`src/rtl/unidade_controle_rodadas_pkg.sv`:
```
// Shared definitions for the memory-game round controller: state codes,
// default display timings and a small sizing helper.
package unidade_controle_rodadas_pkg;

  typedef enum logic [3:0] {
    INICIAL        = 4'h0,
    PREPARACAO     = 4'h1,
    NOVA_RODADA    = 4'h2,
    MOSTRA         = 4'h3,
    APAGA          = 4'h4,
    AVANCA_MOSTRA  = 4'h5,
    INICIO_JOGADAS = 4'h6,
    ESPERA_JOGADA  = 4'h7,
    REGISTRA       = 4'h8,
    COMPARA        = 4'h9,
    PROXIMA_JOGADA = 4'hA,
    PROXIMA_RODADA = 4'hB,
    FIM_GANHOU     = 4'hC,
    FIM_PERDEU     = 4'hD,
    FIM_TIMEOUT    = 4'hE
  } estado_t;

  localparam int T_LED_PADRAO = 1000;
  localparam int T_GAP_PADRAO = 500;

  function automatic int max_int(input int a, input int b);
    return (a > b) ? a : b;
  endfunction

endpackage

```
`src/rtl/unidade_controle_rodadas_if.sv`:
```
// Controller <-> datapath bundle: status flags from the datapath, control
// strobes to it. All signals are levels sampled on the rising clock edge.
interface unidade_controle_rodadas_if;
  logic tem_jogada;
  logic jogada_correta;
  logic endereco_igual_rodada;
  logic ultima_rodada;
  logic timeout;
  logic zera_endereco;
  logic conta_endereco;
  logic zera_rodada;
  logic conta_rodada;
  logic zera_timer;
  logic conta_timer;
  logic registra_jogada;
  logic mostra_led;

  modport master (
    input  tem_jogada, jogada_correta, endereco_igual_rodada, ultima_rodada, timeout,
    output zera_endereco, conta_endereco, zera_rodada, conta_rodada,
           zera_timer, conta_timer, registra_jogada, mostra_led
  );

  modport slave (
    output tem_jogada, jogada_correta, endereco_igual_rodada, ultima_rodada, timeout,
    input  zera_endereco, conta_endereco, zera_rodada, conta_rodada,
           zera_timer, conta_timer, registra_jogada, mostra_led
  );
endinterface

```
`src/rtl/unidade_controle_rodadas_contador_exibicao.sv`:
```
// Loadable down-counter for LED on/off intervals; fim is high while the
// count sits at zero, so loading N-1 yields an N-cycle interval.
module contador_exibicao #(
   parameter int W = 4
) (
   input  logic         clock,
   input  logic         reset,
   input  logic         carrega,
   input  logic         habilita,
   input  logic [W-1:0] valor,
   output logic         fim
);

   logic [W-1:0] cnt;

   always_ff @(posedge clock or posedge reset) begin
      if (reset)
         cnt <= '0;
      else if (carrega)
         cnt <= valor;
      else if (habilita && cnt != '0)
         cnt <= cnt - 1'b1;
   end

   assign fim = (cnt == '0);

endmodule

```
`src/rtl/unidade_controle_rodadas.sv`:
```
// Moore controller for the memory game: replays the sequence up to the
// current round, then collects and checks the plays; ends in win/loss/timeout.
module unidade_controle_rodadas
   import unidade_controle_rodadas_pkg::*;
#(
   parameter int T_LED = T_LED_PADRAO,
   parameter int T_GAP = T_GAP_PADRAO
) (
   input  logic                          clock,
   input  logic                          reset,
   input  logic                          iniciar,
   unidade_controle_rodadas_if.master    dp,
   output logic                          pronto,
   output logic                          ganhou,
   output logic                          perdeu,
   output logic                          db_timeout,
   output logic [3:0]                    db_estado
);

   localparam int TW = $clog2(max_int(T_LED, T_GAP)) + 1;

   estado_t       estado, prox;
   logic          fim_intervalo;
   logic          carrega;
   logic [TW-1:0] valor_intervalo;

   // Timer reloads only on entry to mostra/apaga, so each lasts its full length.
   assign carrega         = (prox != estado) && (prox == MOSTRA || prox == APAGA);
   assign valor_intervalo = (prox == MOSTRA) ? TW'(T_LED - 1) : TW'(T_GAP - 1);

   contador_exibicao #(.W(TW)) u_contador (
      .clock    (clock),
      .reset    (reset),
      .carrega  (carrega),
      .habilita (estado == MOSTRA || estado == APAGA),
      .valor    (valor_intervalo),
      .fim      (fim_intervalo)
   );

   always_ff @(posedge clock or posedge reset) begin
      if (reset) estado <= INICIAL;
      else       estado <= prox;
   end

   always_comb begin
      prox = estado;
      case (estado)
         INICIAL:        if (iniciar) prox = PREPARACAO;
         PREPARACAO:     prox = MOSTRA;
         NOVA_RODADA:    prox = MOSTRA;
         MOSTRA:         if (fim_intervalo) prox = APAGA;
         APAGA:          if (fim_intervalo)
                            prox = dp.endereco_igual_rodada ? INICIO_JOGADAS : AVANCA_MOSTRA;
         AVANCA_MOSTRA:  prox = MOSTRA;
         INICIO_JOGADAS: prox = ESPERA_JOGADA;
         // A press in the same cycle as the timer expiry counts as a play.
         ESPERA_JOGADA:  if (dp.tem_jogada)   prox = REGISTRA;
                         else if (dp.timeout) prox = FIM_TIMEOUT;
         REGISTRA:       prox = COMPARA;
         COMPARA:        if (!dp.jogada_correta)             prox = FIM_PERDEU;
                         else if (!dp.endereco_igual_rodada) prox = PROXIMA_JOGADA;
                         else if (dp.ultima_rodada)          prox = FIM_GANHOU;
                         else                                prox = PROXIMA_RODADA;
         PROXIMA_JOGADA: prox = ESPERA_JOGADA;
         PROXIMA_RODADA: prox = NOVA_RODADA;
         FIM_GANHOU, FIM_PERDEU, FIM_TIMEOUT:
                         if (iniciar) prox = PREPARACAO;
         default:        prox = INICIAL;
      endcase
   end

   always_comb begin
      dp.zera_endereco   = 1'b0;
      dp.conta_endereco  = 1'b0;
      dp.zera_rodada     = 1'b0;
      dp.conta_rodada    = 1'b0;
      dp.zera_timer      = 1'b0;
      dp.conta_timer     = 1'b0;
      dp.registra_jogada = 1'b0;
      dp.mostra_led      = 1'b0;
      pronto             = 1'b0;
      ganhou             = 1'b0;
      perdeu             = 1'b0;
      db_timeout         = 1'b0;
      case (estado)
         PREPARACAO:     begin dp.zera_endereco = 1'b1; dp.zera_rodada = 1'b1; dp.zera_timer = 1'b1; end
         NOVA_RODADA:    dp.zera_endereco = 1'b1;
         MOSTRA:         dp.mostra_led = 1'b1;
         AVANCA_MOSTRA:  dp.conta_endereco = 1'b1;
         INICIO_JOGADAS: begin dp.zera_endereco = 1'b1; dp.zera_timer = 1'b1; end
         ESPERA_JOGADA:  dp.conta_timer = 1'b1;
         REGISTRA:       begin dp.registra_jogada = 1'b1; dp.zera_timer = 1'b1; end
         PROXIMA_JOGADA: begin dp.conta_endereco = 1'b1; dp.zera_timer = 1'b1; end
         PROXIMA_RODADA: dp.conta_rodada = 1'b1;
         FIM_GANHOU:     begin pronto = 1'b1; ganhou = 1'b1; end
         FIM_PERDEU:     begin pronto = 1'b1; perdeu = 1'b1; end
         FIM_TIMEOUT:    begin pronto = 1'b1; perdeu = 1'b1; db_timeout = 1'b1; end
         default:        ;
      endcase
   end

   assign db_estado = estado;

endmodule

```
`src/flat_wrapper.sv`:
```
// flat-port wrapper written by rule: the top's interface ports become plain ports
module unidade_controle_rodadas_flat import unidade_controle_rodadas_pkg::*;
#(
   parameter int T_LED = T_LED_PADRAO,
   parameter int T_GAP = T_GAP_PADRAO
)
  (clock, reset, iniciar, pronto, ganhou, perdeu, db_timeout, db_estado, dp_tem_jogada, dp_jogada_correta, dp_endereco_igual_rodada, dp_ultima_rodada, dp_timeout, dp_zera_endereco, dp_conta_endereco, dp_zera_rodada, dp_conta_rodada, dp_zera_timer, dp_conta_timer, dp_registra_jogada, dp_mostra_led);
  unidade_controle_rodadas_if dp_i ();
  input  logic clock;
  input  logic reset;
  input  logic iniciar;
  output logic pronto;
  output logic ganhou;
  output logic perdeu;
  output logic db_timeout;
  output logic [3:0] db_estado;
  input wire logic [$bits(dp_i.tem_jogada)-1:0] dp_tem_jogada;
  input wire logic [$bits(dp_i.jogada_correta)-1:0] dp_jogada_correta;
  input wire logic [$bits(dp_i.endereco_igual_rodada)-1:0] dp_endereco_igual_rodada;
  input wire logic [$bits(dp_i.ultima_rodada)-1:0] dp_ultima_rodada;
  input wire logic [$bits(dp_i.timeout)-1:0] dp_timeout;
  output wire logic [$bits(dp_i.zera_endereco)-1:0] dp_zera_endereco;
  output wire logic [$bits(dp_i.conta_endereco)-1:0] dp_conta_endereco;
  output wire logic [$bits(dp_i.zera_rodada)-1:0] dp_zera_rodada;
  output wire logic [$bits(dp_i.conta_rodada)-1:0] dp_conta_rodada;
  output wire logic [$bits(dp_i.zera_timer)-1:0] dp_zera_timer;
  output wire logic [$bits(dp_i.conta_timer)-1:0] dp_conta_timer;
  output wire logic [$bits(dp_i.registra_jogada)-1:0] dp_registra_jogada;
  output wire logic [$bits(dp_i.mostra_led)-1:0] dp_mostra_led;
  assign dp_i.tem_jogada = dp_tem_jogada;
  assign dp_i.jogada_correta = dp_jogada_correta;
  assign dp_i.endereco_igual_rodada = dp_endereco_igual_rodada;
  assign dp_i.ultima_rodada = dp_ultima_rodada;
  assign dp_i.timeout = dp_timeout;
  assign dp_zera_endereco = dp_i.zera_endereco;
  assign dp_conta_endereco = dp_i.conta_endereco;
  assign dp_zera_rodada = dp_i.zera_rodada;
  assign dp_conta_rodada = dp_i.conta_rodada;
  assign dp_zera_timer = dp_i.zera_timer;
  assign dp_conta_timer = dp_i.conta_timer;
  assign dp_registra_jogada = dp_i.registra_jogada;
  assign dp_mostra_led = dp_i.mostra_led;
  unidade_controle_rodadas #(.T_LED(T_LED), .T_GAP(T_GAP)) u_core (.clock(clock), .reset(reset), .iniciar(iniciar), .dp(dp_i), .pronto(pronto), .ganhou(ganhou), .perdeu(perdeu), .db_timeout(db_timeout), .db_estado(db_estado));
endmodule
```
`config.mk`:
```
export PLATFORM = sky130hd
export DESIGN_NAME = unidade_controle_rodadas_flat
export DESIGN_NICKNAME = d
export VERILOG_FILES = /design/src/rtl/unidade_controle_rodadas_pkg.sv /design/src/rtl/unidade_controle_rodadas_if.sv /design/src/rtl/unidade_controle_rodadas_contador_exibicao.sv /design/src/rtl/unidade_controle_rodadas.sv /design/src/flat_wrapper.sv
export SDC_FILE = /design/constraint.sdc
export NUM_CORES = 1
export LEC_CHECK = 0
export BUFFER_PORTS_ARGS = -buffer_cell sky130_fd_sc_hd__buf_2
export CELL_PAD_IN_SITES_DETAIL_PLACEMENT = 2
export CELL_PAD_IN_SITES_GLOBAL_PLACEMENT = 2
export CORE_MARGIN = 3
export CORE_UTILIZATION = 37
export CTS_BUF_LIST = sky130_fd_sc_hd__clkbuf_4
export CTS_CLUSTER_DIAMETER = 150
export DETAILED_ROUTE_END_ITERATION = 10
export GPL_ROUTABILITY_DRIVEN = 0
export PLACE_DENSITY = 0.87
export SLEW_MARGIN = 20
export SYNTH_ARGS = -nofsm -noshare
export SYNTH_HDL_FRONTEND = slang
export SYNTH_SLANG_ARGS = --single-unit
```
`constraint.sdc`:
```
create_clock -name clock -period 5.6 [get_ports clock]
set_input_delay 1.68 -clock clock [delete_from_list [all_inputs] [get_ports clock]]
set_output_delay 1.68 -clock clock [all_outputs]
set_load 0.005 [all_outputs]
```
Word-level counts from Yosys, hierarchy flattened
Index checks and enable logic that the tools add are counted.
- register bits: 15
- input port bits: 8
- output and inout bits: 16
- word-level logic and storage cells: 61
- $add $sub $neg: 1
- equality and inequality tests: 17
- muxes and demuxes: 25
- reductions and logical operators: 16
- operator list (cell ; count):
    4-bit case mux with 9 select lines ; 1
    4-bit == test (second input constant) ; 7
    4-bit 2-to-1 mux ; 7
    11-bit 2-to-1 mux ; 2
    4-bit by 3-bit == test with 1-bit output (second input constant) ; 5
    4-bit by 2-bit == test with 1-bit output (second input constant) ; 3
    1-bit 2-to-1 mux ; 12
    11-bit logical NOT ; 1
    11-bit nonzero test ; 1
    11-bit by 1-bit subtractor with 11-bit output (second input constant) ; 1
    10-bit 2-to-1 mux ; 1
    3-bit OR reduction ; 3
    4-bit OR reduction ; 2
    2-bit OR reduction ; 3
    4-bit by 1-bit == test with 1-bit output (second input constant) ; 1
    4-bit logical NOT ; 1
    4-bit inequality test ; 1
    3-bit 2-to-1 mux ; 1
    1-bit logical AND ; 2
    1-bit logical OR ; 2
    2-bit 2-to-1 mux ; 1
    2-bit nonzero test ; 1

Depth between registers and ports, before layout
Gate-level depths: netlist (run 1).
- word-level depth: 8
- mapped depth: 9
- gate-level depth less buffers: 9

Modules after synthesis
From an unflattened synthesis (run 1), not the netlist that was laid out.
- cells, all modules: 172
- area, all modules: 1281.2 um^2
- modules (own cells, without submodules) (module ; times used ; cells an instance ; area an instance (um^2) ; seq. area each (um^2)):
    contador_exibicao ; 1 ; 79 ; 691.9 ; 275.3
    unidade_controle_rodadas ; 1 ; 93 ; 589.3 ; 100.1

Worst setup path after synthesis (run 1)
No wires, ideal clock.
- kind: input port to flip-flop
- start point: input port dp_endereco_igual_rodada
- end point: register u_core.u_contador.cnt[2]
- library setup time: 0.121 ns
- arrival time: 3.107 ns
- data required time: 5.479 ns
- path slack: 2.372 ns
- stages on the path: 7
- buffers on the path: 0
- cells stage by stage: inv_1 > or4_1 > mux2_4 > o21ai_2 > nor4b_4 > or2_4 > a22o_1
- word-level cells in the longest chain between the ends: 7
- elaborated cells on any way between the ends: 13
- classes of those cells: 3 x eq/ne; 7 x mux; 3 x reduce/logical
- RTL lines (element ; RTL line ; RTL):
    start: declaration ; flat_wrapper.sv:19 ; input wire logic [$bits(dp_i.endereco_igual_rodada)-1:0] dp_endereco_igual_rodada;
    4-bit 2-to-1 mux / 2-bit 2-to-1 mux (equally long branches) ; unidade_controle_rodadas.sv:61, unidade_controle_rodadas.sv:53 ;
    4-bit 2-to-1 mux (on tied branches) ; unidade_controle_rodadas.sv:60, unidade_controle_rodadas.sv:52 ;
    4-bit case mux with 9 select lines (*) ; unidade_controle_rodadas.sv:47 ; case (estado)
    via u_core.prox[1] ; unidade_controle_rodadas.sv:22 ; estado_t estado, prox;
    4-bit by 2-bit == test with 1-bit output / 4-bit by 3-bit == test with 1-bit output (equally long branches) ; unidade_controle_rodadas.sv:28, unidade_controle_rodadas.sv:29 ;
    1-bit logical OR ; unidade_controle_rodadas.sv:28 ; assign carrega = (prox != estado) && (prox == MOSTRA || prox == APAGA);
    1-bit logical AND ; unidade_controle_rodadas.sv:28 ;
    11-bit 2-to-1 mux / 2-bit nonzero test (equally long branches) ; n/a ;
    end signal: assignment ; unidade_controle_rodadas_contador_exibicao.sv:20 ; cnt <= valor;
    end signal: assignment ; unidade_controle_rodadas_contador_exibicao.sv:22 ; cnt <= cnt - 1'b1;
    end: declaration ; unidade_controle_rodadas_contador_exibicao.sv:14 ; logic [W-1:0] cnt;
Mark *: on every way through the listed nets, which the timed path passes. The rest lies on a longest branch.
A chain may end at the register's enable or synchronous reset.

Worst setup path in the final report (run 1)
- start point: register u_core.estado[1] (netlist: u_core.db_estado[1])
- end point: output port dp_zera_timer
- word-level cells in the longest chain between the ends: 3
- elaborated cells on any way between the ends: 6
- classes of those cells: 4 x eq/ne; 1 x mux; 1 x reduce/logical
- RTL lines (element ; RTL line ; RTL):
    start: declaration ; unidade_controle_rodadas.sv:22 ;
    start signal: assignment ; unidade_controle_rodadas.sv:42 ; else estado <= prox;
    4-bit by 1-bit == test with 1-bit output, or another cell as far along ; unidade_controle_rodadas.sv:85 ; case (estado)
    4-bit OR reduction (no line) (*) ; n/a ;
    1-bit 2-to-1 mux (*) ; unidade_controle_rodadas.sv:85 ;
    end: declaration ; flat_wrapper.sv:26 ; output wire logic [$bits(dp_i.zera_timer)-1:0] dp_zera_timer;
Every way passes the cells marked *; elsewhere a longest branch is shown, timed or not.

==> impl_metrics.json, run 1 <==
{
  "outcome": "complete, no violations",
  "initial_core_util_pct": 39.2,
  "arrival_ps": 2030,
  "fin_tns_setup_ps": 0,
  "start_kind": "flip-flop",
  "crit_fanout": 21,
  "root_buffer": "clkbuf_4",
  "cts_buffers": 3,
  "skew_ps": 13.4,
  "grt_pass1_vias": 1382,
  "synth_largest_area_cell": "dfrtp_1",
  "grt_setup_unrepaired": "no",
  "ioPinCount": 24,
  "power_leakage_nw": 0.578,
  "dpl_worst_slack_ps": 1880,
  "synth-edff-count": 0,
  "num_vias": 1246,
  "wl_per_cell_um": 19.4,
  "endpoint_kind": "primary output",
  "ys_types": 55,
  "synth_flop_cell": "dfrtp_1",
  "syn_to_final_growth_pct": 10.2,
  "ctsResizeCount": 0,
  "synth_cells": 150,
  "clk_pin_slew_ps": 110,
  "htree_levels": 1,
  "io_buffers": 23,
  "wl_met3_um": 149,
  "nFillCells": 382,
  "grt_pass1_wl_um": 7230,
  "clkLatencyLatePin_ps": 300,
  "track_usage_pct": 21.7,
  "wirelength_um": 4190,
  "vias_per_cell": 5.77,
  "layout_setup_ws_ps": 1890,
  "finalSetupViolCount": 0,
  "highest_layer": "met4",
  "async_flop_share_pct": 100,
  "post-route-period-util_pct": 66.2,
  "slowest_delay_ps": 760,
  "dieArea_mm2": 0.00434,
  "cts.path.max_buffers": 2,
  "tightest_slew_ps": 758,
  "fmax_mhz": 270,
  "grt-ovfl-total": 0,
  "netlist_area_mm2": 0.00133,
  "hold_viol": 0,
  "vdd_drop_max_mv": 0.137,
  "path_cells": "inv_1 -> nand2_1 -> nor3_1 -> or2_2 -> buf_2",
  "fp-row-count": 21,
  "wl_met1_um": 1940,
  "antenna_found_initial": 0,
  "path_class": "flip-flop to primary output",
  "drv_cap": 0,
  "syn_area_per_cell_um2": 8.85,
  "core_area_mm2": 0.00339,
  "drt_iter0_markers": 57,
  "synthDominantCellAreaShare_pct": 28.3,
  "cts_tree": "built",
  "holdWs_ps": 557,
  "post_cts_buffers": 0,
  "powerDensity_mw_per_mm2": 465,
  "nNetsFinal": 180,
  "antenna_left": 0,
  "worstHoldPathType": "flip-flop to flip-flop",
  "ys_ff_latch": 15,
  "wl_met2_um": 2050,
  "diodes": 0,
  "crit_slowest_cell": "dfrtp_1",
  "finalNonFillerCells": 216,
  "yosys_warnings": 0,
  "dp_cells": 212,
  "cp.required_ps": 3920,
  "drt-pass1-iter-count": 4,
  "grt_max_degree": 23,
  "die_y_um": 65.9,
  "fin_crit_ps": 3710,
  "cts_sinks": 15,
  "drc": 0,
  "final_layout_size_suffix_gt1_share_pct": 28.8,
  "syn-num-nets": 159,
  "cts_hold_buf": 0,
  "ys_seq_area_share_pct": 28.3,
  "maxSlewHeadroom_pct": 49.4,
  "place_hpwl_um": 3230,
  "drv_slew": 0,
  "die_w_um": 65.9,
  "synth_area_leaders": "dfrtp_1, nand2_1, buf_6, nor2_1, inv_1"
}
==> cells by family (layout without fill, tap and decap cells) <==
| logic type | after synthesis | in the layout | share of synthesized area [%] |
|---|---|---|---|
| AOI/OAI and AO/OA | 40 | 40 | 23.3 |
| xor gates and xnor gates | 7 | 7 | 5.18 |
| adders and majority gates | 1 | 1 | 0.942 |
| buffers and inverters | 17 | 37 | 7.73 |
| DFF | 15 | 15 | 28.3 |
| muxes | 2 | 2 | 1.88 |
| and+or+nand+nor | 68 | 68 | 32.7 |
==> cells in the final DEF, fill, tap and decap left out, types with 2 or more instances in the layout <==
cell	count
buf_2	23
nand2_1	17
dfrtp_1	15
nor2_1	11
inv_1	10
nor3_1	7
o21ai_0	6
a21oi_1	6
nand2b_1	4
o22ai_1	4
xnor2_1	4
o211ai_1	3
nand3_1	3
or4_1	3
o21ai_1	3
clkbuf_4	3
or2_2	2
o21a_1	2
a311oi_1	2
or2_4	2
o21ai_2	2
nor3b_1	2
nor4bb_1	2
a22o_1	2
xor2_1	2
==> where the power goes <==
group | switching, mW | internal, mW | leakage, nW
combinational | 0.235 | 0.175 | 0.392
sequential | 0.0640 | 0.141 | 0.169
clock | 0.0395 | 0.0266 | 0.0177
==> layout make-up <==
cell class | count | area [um2] | share of cell area [%]
Multi-Input combinational cell | 118 | 850 | 58.1
Sequential cell | 15 | 375 | 25.7
Timing Repair Buffer | 23 | 115 | 7.87
Tap cell | 46 | 57.6 | 3.93
Inverter | 10 | 37.5 | 2.57
Clock buffer | 3 | 22.5 | 1.54
Clock inverter | 1 | 5.00 | 0.342
==> worst max-delay path: cells and delay by family, from the launching register on <==
family        cells  cell delay, ps
buf+inv           2             370
flops             1             760
simple gates      3             600
==> routing by layer <==
layer,GRT usage (%),up-vias
met5,0,-
li1,-,591
met2,36.7,25
met4,4.66,0
met3,3.57,7
met1,28.8,623
==> cell usage after synthesis, types with 2 or more instances <==
master and instances:
a21oi_1 6, xnor2_1 4, buf_4 2, nor3b_1 2, or4_1 3, o21ai_1 3
nor4bb_1 2, o21a_1 2, a311oi_1 2, nand2b_1 4, o21ai_2 2, buf_6 4
or2_4 2, inv_1 10, nor3_1 7, xor2_1 2, o211ai_1 3, nor2_1 11
o22ai_1 4, nand2_1 17, o21ai_0 6, dfrtp_1 15, or2_2 2, nand3_1 3
a22o_1 2
==> sequential cells by signal (all words and copies together), names as in the netlist <==
signal                 cells
u_core.db_estado           4
u_core.u_contador.cnt     11
==> final timing paths <==
path | start | to | slack (ps) | depth (start not counted)
worst max-delay path | u_core.db_estado[1] | dp_zera_timer | 1890 | 5
worst min-delay path | u_core.u_contador.cnt[10] | u_core.u_contador.cnt[10] | 560 | 2
worst max register to register | u_core.u_contador.cnt[0] | u_core.u_contador.cnt[9] | 2590 | 9
worst min register to register | u_core.u_contador.cnt[10] | u_core.u_contador.cnt[10] | 560 | 2
max in group asynchronous | reset | u_core.db_estado[2] | 3770 | 2
min in group asynchronous | reset | u_core.u_contador.cnt[9] | 1430 | 2
==> stage by stage <==
step | utilization, % | area (um2) | power (mW)
floorplan | - | 1330 | 0.514
global placement | 42.3 | 1440 | 0.581
detailed placement | 42.3 | 1440 | 0.614
CTS | 43.2 | 1460 | 0.683
global route | 43.2 | 1460 | 0.748
finish | 43.2 | 1460 | 0.680
(Power assumes the default switching activity.)
==> run 2, diff against run 1 <==
Settings changed: CORE_UTILIZATION 37 to 31, PLACE_DENSITY 0.87 to 0.77.
Clock period 5.6 ns to 3 ns, I/O delays scaled along.
==> run 2 against run 1 <==
Against the previous run: clock power grew 98%; highest routed layer unchanged; sequential share of layout area shrank 0.77 points; sequential power grew 83%; routed wire length grew 5.0%; via count grew 4.3%; worst setup slack lost 1700 ps; largest power group unchanged; final area grew 3.1%; worst hold slack gained 14 ps.
==> impl_metrics.json, run 2 (synthesis results as in run 1) <==
{
  "drc": 0,
  "largest_reg_flops": 11,
  "finalNonFillerCells": 225,
  "worstReg2RegStart": "u_core.u_contador.cnt[0]",
  "clkLatencyLatePin_ps": 290,
  "drv_cap": 0,
  "min-delay-start": "u_core.u_contador.cnt[10]",
  "cts_buffers": 3,
  "tightest_slew_ps": 650,
  "vdd_drop_max_mv": 0.362,
  "antenna_found_initial": 0,
  "path_cells": "inv_1 -> nand2_1 -> nor3_1 -> or2_2 -> buf_2",
  "crit_fanout": 21,
  "hold_viol": 0,
  "power_leakage_nw": 0.605,
  "maxSlewHeadroom_pct": 56.7,
  "dp_cells": 221,
  "track_usage_pct": 17.5,
  "clk_pin_slew_ps": 90,
  "skew_ps": 2.30,
  "ioPinCount": 24,
  "path_class": "flip-flop to primary output",
  "dieArea_mm2": 0.00510,
  "initial_core_util_pct": 32.7,
  "core_area_mm2": 0.00406,
  "p_seq_share_pct": 28.7,
  "nFillCells": 469,
  "worstHoldPathType": "flip-flop to flip-flop",
  "num_vias": 1299,
  "top_register": "u_core.u_contador.cnt",
  "cts_sinks": 15,
  "start_kind": "flip-flop",
  "crit_slowest_cell": "dfrtp_1",
  "endpoint_kind": "primary output",
  "grt_max_degree": 22,
  "swShare_pct": 48.8,
  "powerDensity_mw_per_mm2": 868,
  "fin_crit_ps": 2860,
  "post-route-util_pct": 37.2,
  "place_hpwl_um": 3370,
  "fmax_mhz": 350,
  "cts_hold_buf": 0,
  "fin_tns_setup_ps": 0,
  "root_buffer": "clkbuf_4",
  "diodes": 0,
  "grt_setup_unrepaired": "no",
  "placed_area_mm2": 0.00148,
  "p_switching_mw": 0.639,
  "antenna_left": 0,
  "final_cell_mix": "buf_2, nand2_1, dfrtp_1",
  "finalSetupViolCount": 0,
  "cts.path.max_buffers": 2,
  "grt_pass1_wl_um": 7170,
  "cp.required_ps": 2100,
  "regArea_um2": 375,
  "wl_per_cell_um": 19.6,
  "wirelength_um": 4400,
  "post_cts_buffers": 0,
  "grt_pass1_vias": 1432,
  "slowest_delay_ps": 770,
  "vias_per_cell": 5.77,
  "clkPwrFrac_pct": 10.0,
  "drt-pass1-iter-count": 4,
  "ctsResizeCount": 0,
  "cts_tree": "built",
  "die_y_um": 71.4,
  "dpl_worst_slack_ps": 120,
  "final_common_cell": "buf_2",
  "outcome": "complete, no violations",
  "die_w_um": 71.4,
  "io_buffers": 23,
  "cp-startpoint": "u_core.db_estado[1]",
  "design_area_mm2": 0.00151,
  "multi_input_area_um2": 850,
  "nNetsFinal": 185,
  "drv_slew": 0,
  "arrival_ps": 1960,
  "layout_setup_ws_ps": 142,
  "p_comb_share_pct": 61.3,
  "final_layout_size_suffix_gt1_share_pct": 30.9,
  "p_int_mw": 0.670,
  "drt_iter0_markers": 80,
  "syn_to_final_growth_pct": 13.6,
  "grt-ovfl-total": 0,
  "htree_levels": 1,
  "fp-row-count": 23,
  "post-route-period-util_pct": 95.3
}
[run 2: cell types whose count changed in the layout (fill, tap and decap cells not counted), sizes merged]
cell,previous run,this run
clkbuf,3,4
buf,23,28
clkinv,1,0
[run 2: final cells by class]
cell class / count / area share, %
multi-input combinational: 118 / 56.3
sequential: 15 / 24.9
timing repair buffer: 28 / 10.1
tap: 50 / 4.15
inverter: 10 / 2.49
clock buffer: 4 / 1.99
[run 2: path summary, 6_finish.rpt]
kind	to	slack (ps)	depth (start not counted)
min in group asynchronous	u_core.db_estado[0]	670	2
max in group asynchronous	u_core.u_contador.cnt[0]	1910	2
setup / recovery	dp_zera_timer	140	5
hold reg to reg	u_core.u_contador.cnt[10]	570	2
setup reg to reg	u_core.u_contador.cnt[2]	240	9
hold / removal	u_core.u_contador.cnt[10]	570	2
[run 2: power by group through the flow]
stage	Clock, mW	Combinational, mW	Sequential (mW)
final	0.131	0.802	0.376
after global placement	0	0.760	0.369
after floorplan	0	0.646	0.314
after CTS	0.134	0.810	0.374
after global routing	0.143	0.875	0.386
after detailed placement	0	0.799	0.378
[run 2: critical path: cells and delay by family, from the launching register on]
kind,cells,cell delay (ps)
flops,1,770
buf+inv,2,330
simple gates,3,560
[run 2: metrics by stage]
stage / power, mW / hold WS (ps)
global route: 1.40 / 606
global placement: 1.13 / 536
finish: 1.31 / 571
detailed placement: 1.18 / 559
floorplan: 0.960 / 503
CTS: 1.32 / 576
[run 2: per-layer routing]
metal  part of all wire [%]  global-route usage [%]  vias up
li1                       -                       -      601
met3                    3.3                    3.09        8
met5                      0                       0        -
met4                    1.3                    3.34        0
met2                     52                    31.9       34
met1                     44                    21.6      656
==> run 3, diff against run 2 <==
Settings changed: ABC_CLOCK_PERIOD_IN_PS set to 3000, CELL_PAD_IN_SITES_DETAIL_PLACEMENT 2 to 1.
==> run 3 against run 2 <==
Against the previous run: non-clock buffer count is the same; power fell by 3.3%; core utilization is the same; critical path depth unchanged; global-route usage fell by 1.9 points; maximum frequency is 1.3% higher; flip-flop and latch count unchanged; sequential share of layout area unchanged; clock skew is 9.0 ps higher; highest routed layer is now met3.
==> impl_metrics.json, run 3 (synthesis results as in run 1) <==
{
  "finalSetupViolCount": 0,
  "min_to": "u_core.u_contador.cnt[10]",
  "htree_levels": 1,
  "fmax_mhz": 354,
  "start_kind": "flip-flop",
  "cts.path.max_buffers": 2,
  "nNetsFinal": 185,
  "dpl_worst_slack_ps": 180,
  "fin_tns_setup_ps": 0,
  "antenna_found_initial": 0,
  "grt_pass1_wl_um": 6530,
  "place_hpwl_um": 2970,
  "top_register": "u_core.u_contador.cnt",
  "multi_input_area_um2": 850,
  "final_common_cell": "buf_2",
  "powerDensity_mw_per_mm2": 839,
  "cts_buffers": 3,
  "path_cells": "inv_1 -> nand2_1 -> nor3_1 -> or2_2 -> buf_2",
  "power_leakage_nw": 0.605,
  "dieArea_mm2": 0.00510,
  "reg2regPathDepth": 9,
  "fp-row-count": 23,
  "core_area_mm2": 0.00406,
  "antenna_left": 0,
  "largest_reg_flops": 11,
  "worstReg2RegStart": "u_core.u_contador.cnt[0]",
  "drt-pass1-iter-count": 4,
  "skew_ps": 11.3,
  "min-delay-start": "u_core.u_contador.cnt[10]",
  "regArea_um2": 375,
  "crit_fanout": 21,
  "grt_setup_unrepaired": "no",
  "maxSlewHeadroom_pct": 58.9,
  "path_class": "flip-flop to primary output",
  "cp.required_ps": 2100,
  "track_usage_pct": 15.6,
  "grt-ovfl-total": 0,
  "vias_per_cell": 5.48,
  "cts_tree": "built",
  "diodes": 0,
  "outcome": "complete, no violations",
  "initial_core_util_pct": 32.7,
  "ctsResizeCount": 0,
  "nFillCells": 499,
  "tightest_slew_ps": 616,
  "grt_pass1_vias": 1325,
  "die_y_um": 71.4,
  "vdd_drop_max_mv": 0.327,
  "die_w_um": 71.4,
  "post-route-period-util_pct": 94.1,
  "wirelength_um": 3770,
  "slowest_delay_ps": 750,
  "cts_sinks": 15,
  "arrival_ps": 1920,
  "r2r_end": "u_core.u_contador.cnt[9]",
  "fin_crit_ps": 2820,
  "ioPinCount": 24,
  "syn_to_final_growth_pct": 13.6,
  "drv_slew": 0,
  "worstHoldPathType": "flip-flop to flip-flop",
  "grt_max_degree": 22,
  "final_layout_size_suffix_gt1_share_pct": 30.9,
  "io_buffers": 23,
  "layout_setup_ws_ps": 178,
  "endpoint_kind": "primary output",
  "final_cell_mix": "buf_2, nand2_1, dfrtp_1",
  "reg2reg_slack_ps": 350,
  "hold_viol": 0,
  "clk_pin_slew_ps": 100,
  "clkLatencyLatePin_ps": 280,
  "num_vias": 1233,
  "post_cts_buffers": 0,
  "drt_iter0_markers": 90,
  "drc": 0,
  "crit_slowest_cell": "dfrtp_1",
  "wl_per_cell_um": 16.8,
  "root_buffer": "clkbuf_4",
  "drv_cap": 0,
  "cts_hold_buf": 0,
  "hold_depth": 2
}
run 3: cell counts in the layout (fill, tap and decap cells not counted):
No cell type changed its count.
run 3: per-stage QoR:
| step | instances | utilization (%) | power (mW) | instance area, um2 | hold slack, ps |
|---|---|---|---|---|---|
| 2_1_floorplan | 150 | - | 0.960 | 1330 | 503 |
| 6_report | 225 | 37.2 | 1.27 | 1510 | 566 |
| 3_5_place_dp | 221 | 36.4 | 1.15 | 1480 | 551 |
| 4_1_cts | 225 | 37.2 | 1.28 | 1510 | 572 |
| 3_3_place_gp | 221 | 36.4 | 1.13 | 1480 | 536 |
| 5_1_grt | 225 | 37.2 | 1.38 | 1510 | 600 |
run 3: critical path: cells and delay by family (launching register included):
| family | cells | cell delay (ps) |
|---|---|---|
| buffers and inverters | 2 | 320 |
| flip-flops | 1 | 750 |
| AND/OR/NAND/NOR | 3 | 560 |
run 3: cell type report:
class / count / share of cell area, %
multi-input combinational: 118 / 56.3
sequential: 15 / 24.9
timing repair buffer: 28 / 10.1
tap: 50 / 4.15
inverter: 10 / 2.49
clock buffer: 4 / 1.99
run 3: worst max-delay path by stage:
stage,startpoint,endpoint,cells after the start
CTS,u_core.db_estado[1],dp_zera_timer,5
finish,u_core.db_estado[1],dp_zera_timer,5
global placement,dp_endereco_igual_rodada,u_core.u_contador.cnt[2],8
global route,u_core.db_estado[1],dp_zera_timer,5
detailed placement,dp_endereco_igual_rodada,u_core.u_contador.cnt[2],8
floorplan,dp_endereco_igual_rodada,u_core.u_contador.cnt[2],7
run 3: report_power, final:
group / internal [mW] / switching (mW)
combinational: 0.346 / 0.426
sequential: 0.263 / 0.105
clock: 0.0606 / 0.0652
total: 0.669 / 0.596
run 3: layer usage:
metal	GRT usage [%]	part of all wire (%)
met2	28.0	52
met5	0	0
met4	0.626	0
met1	20.7	45
met3	2.66	3.6
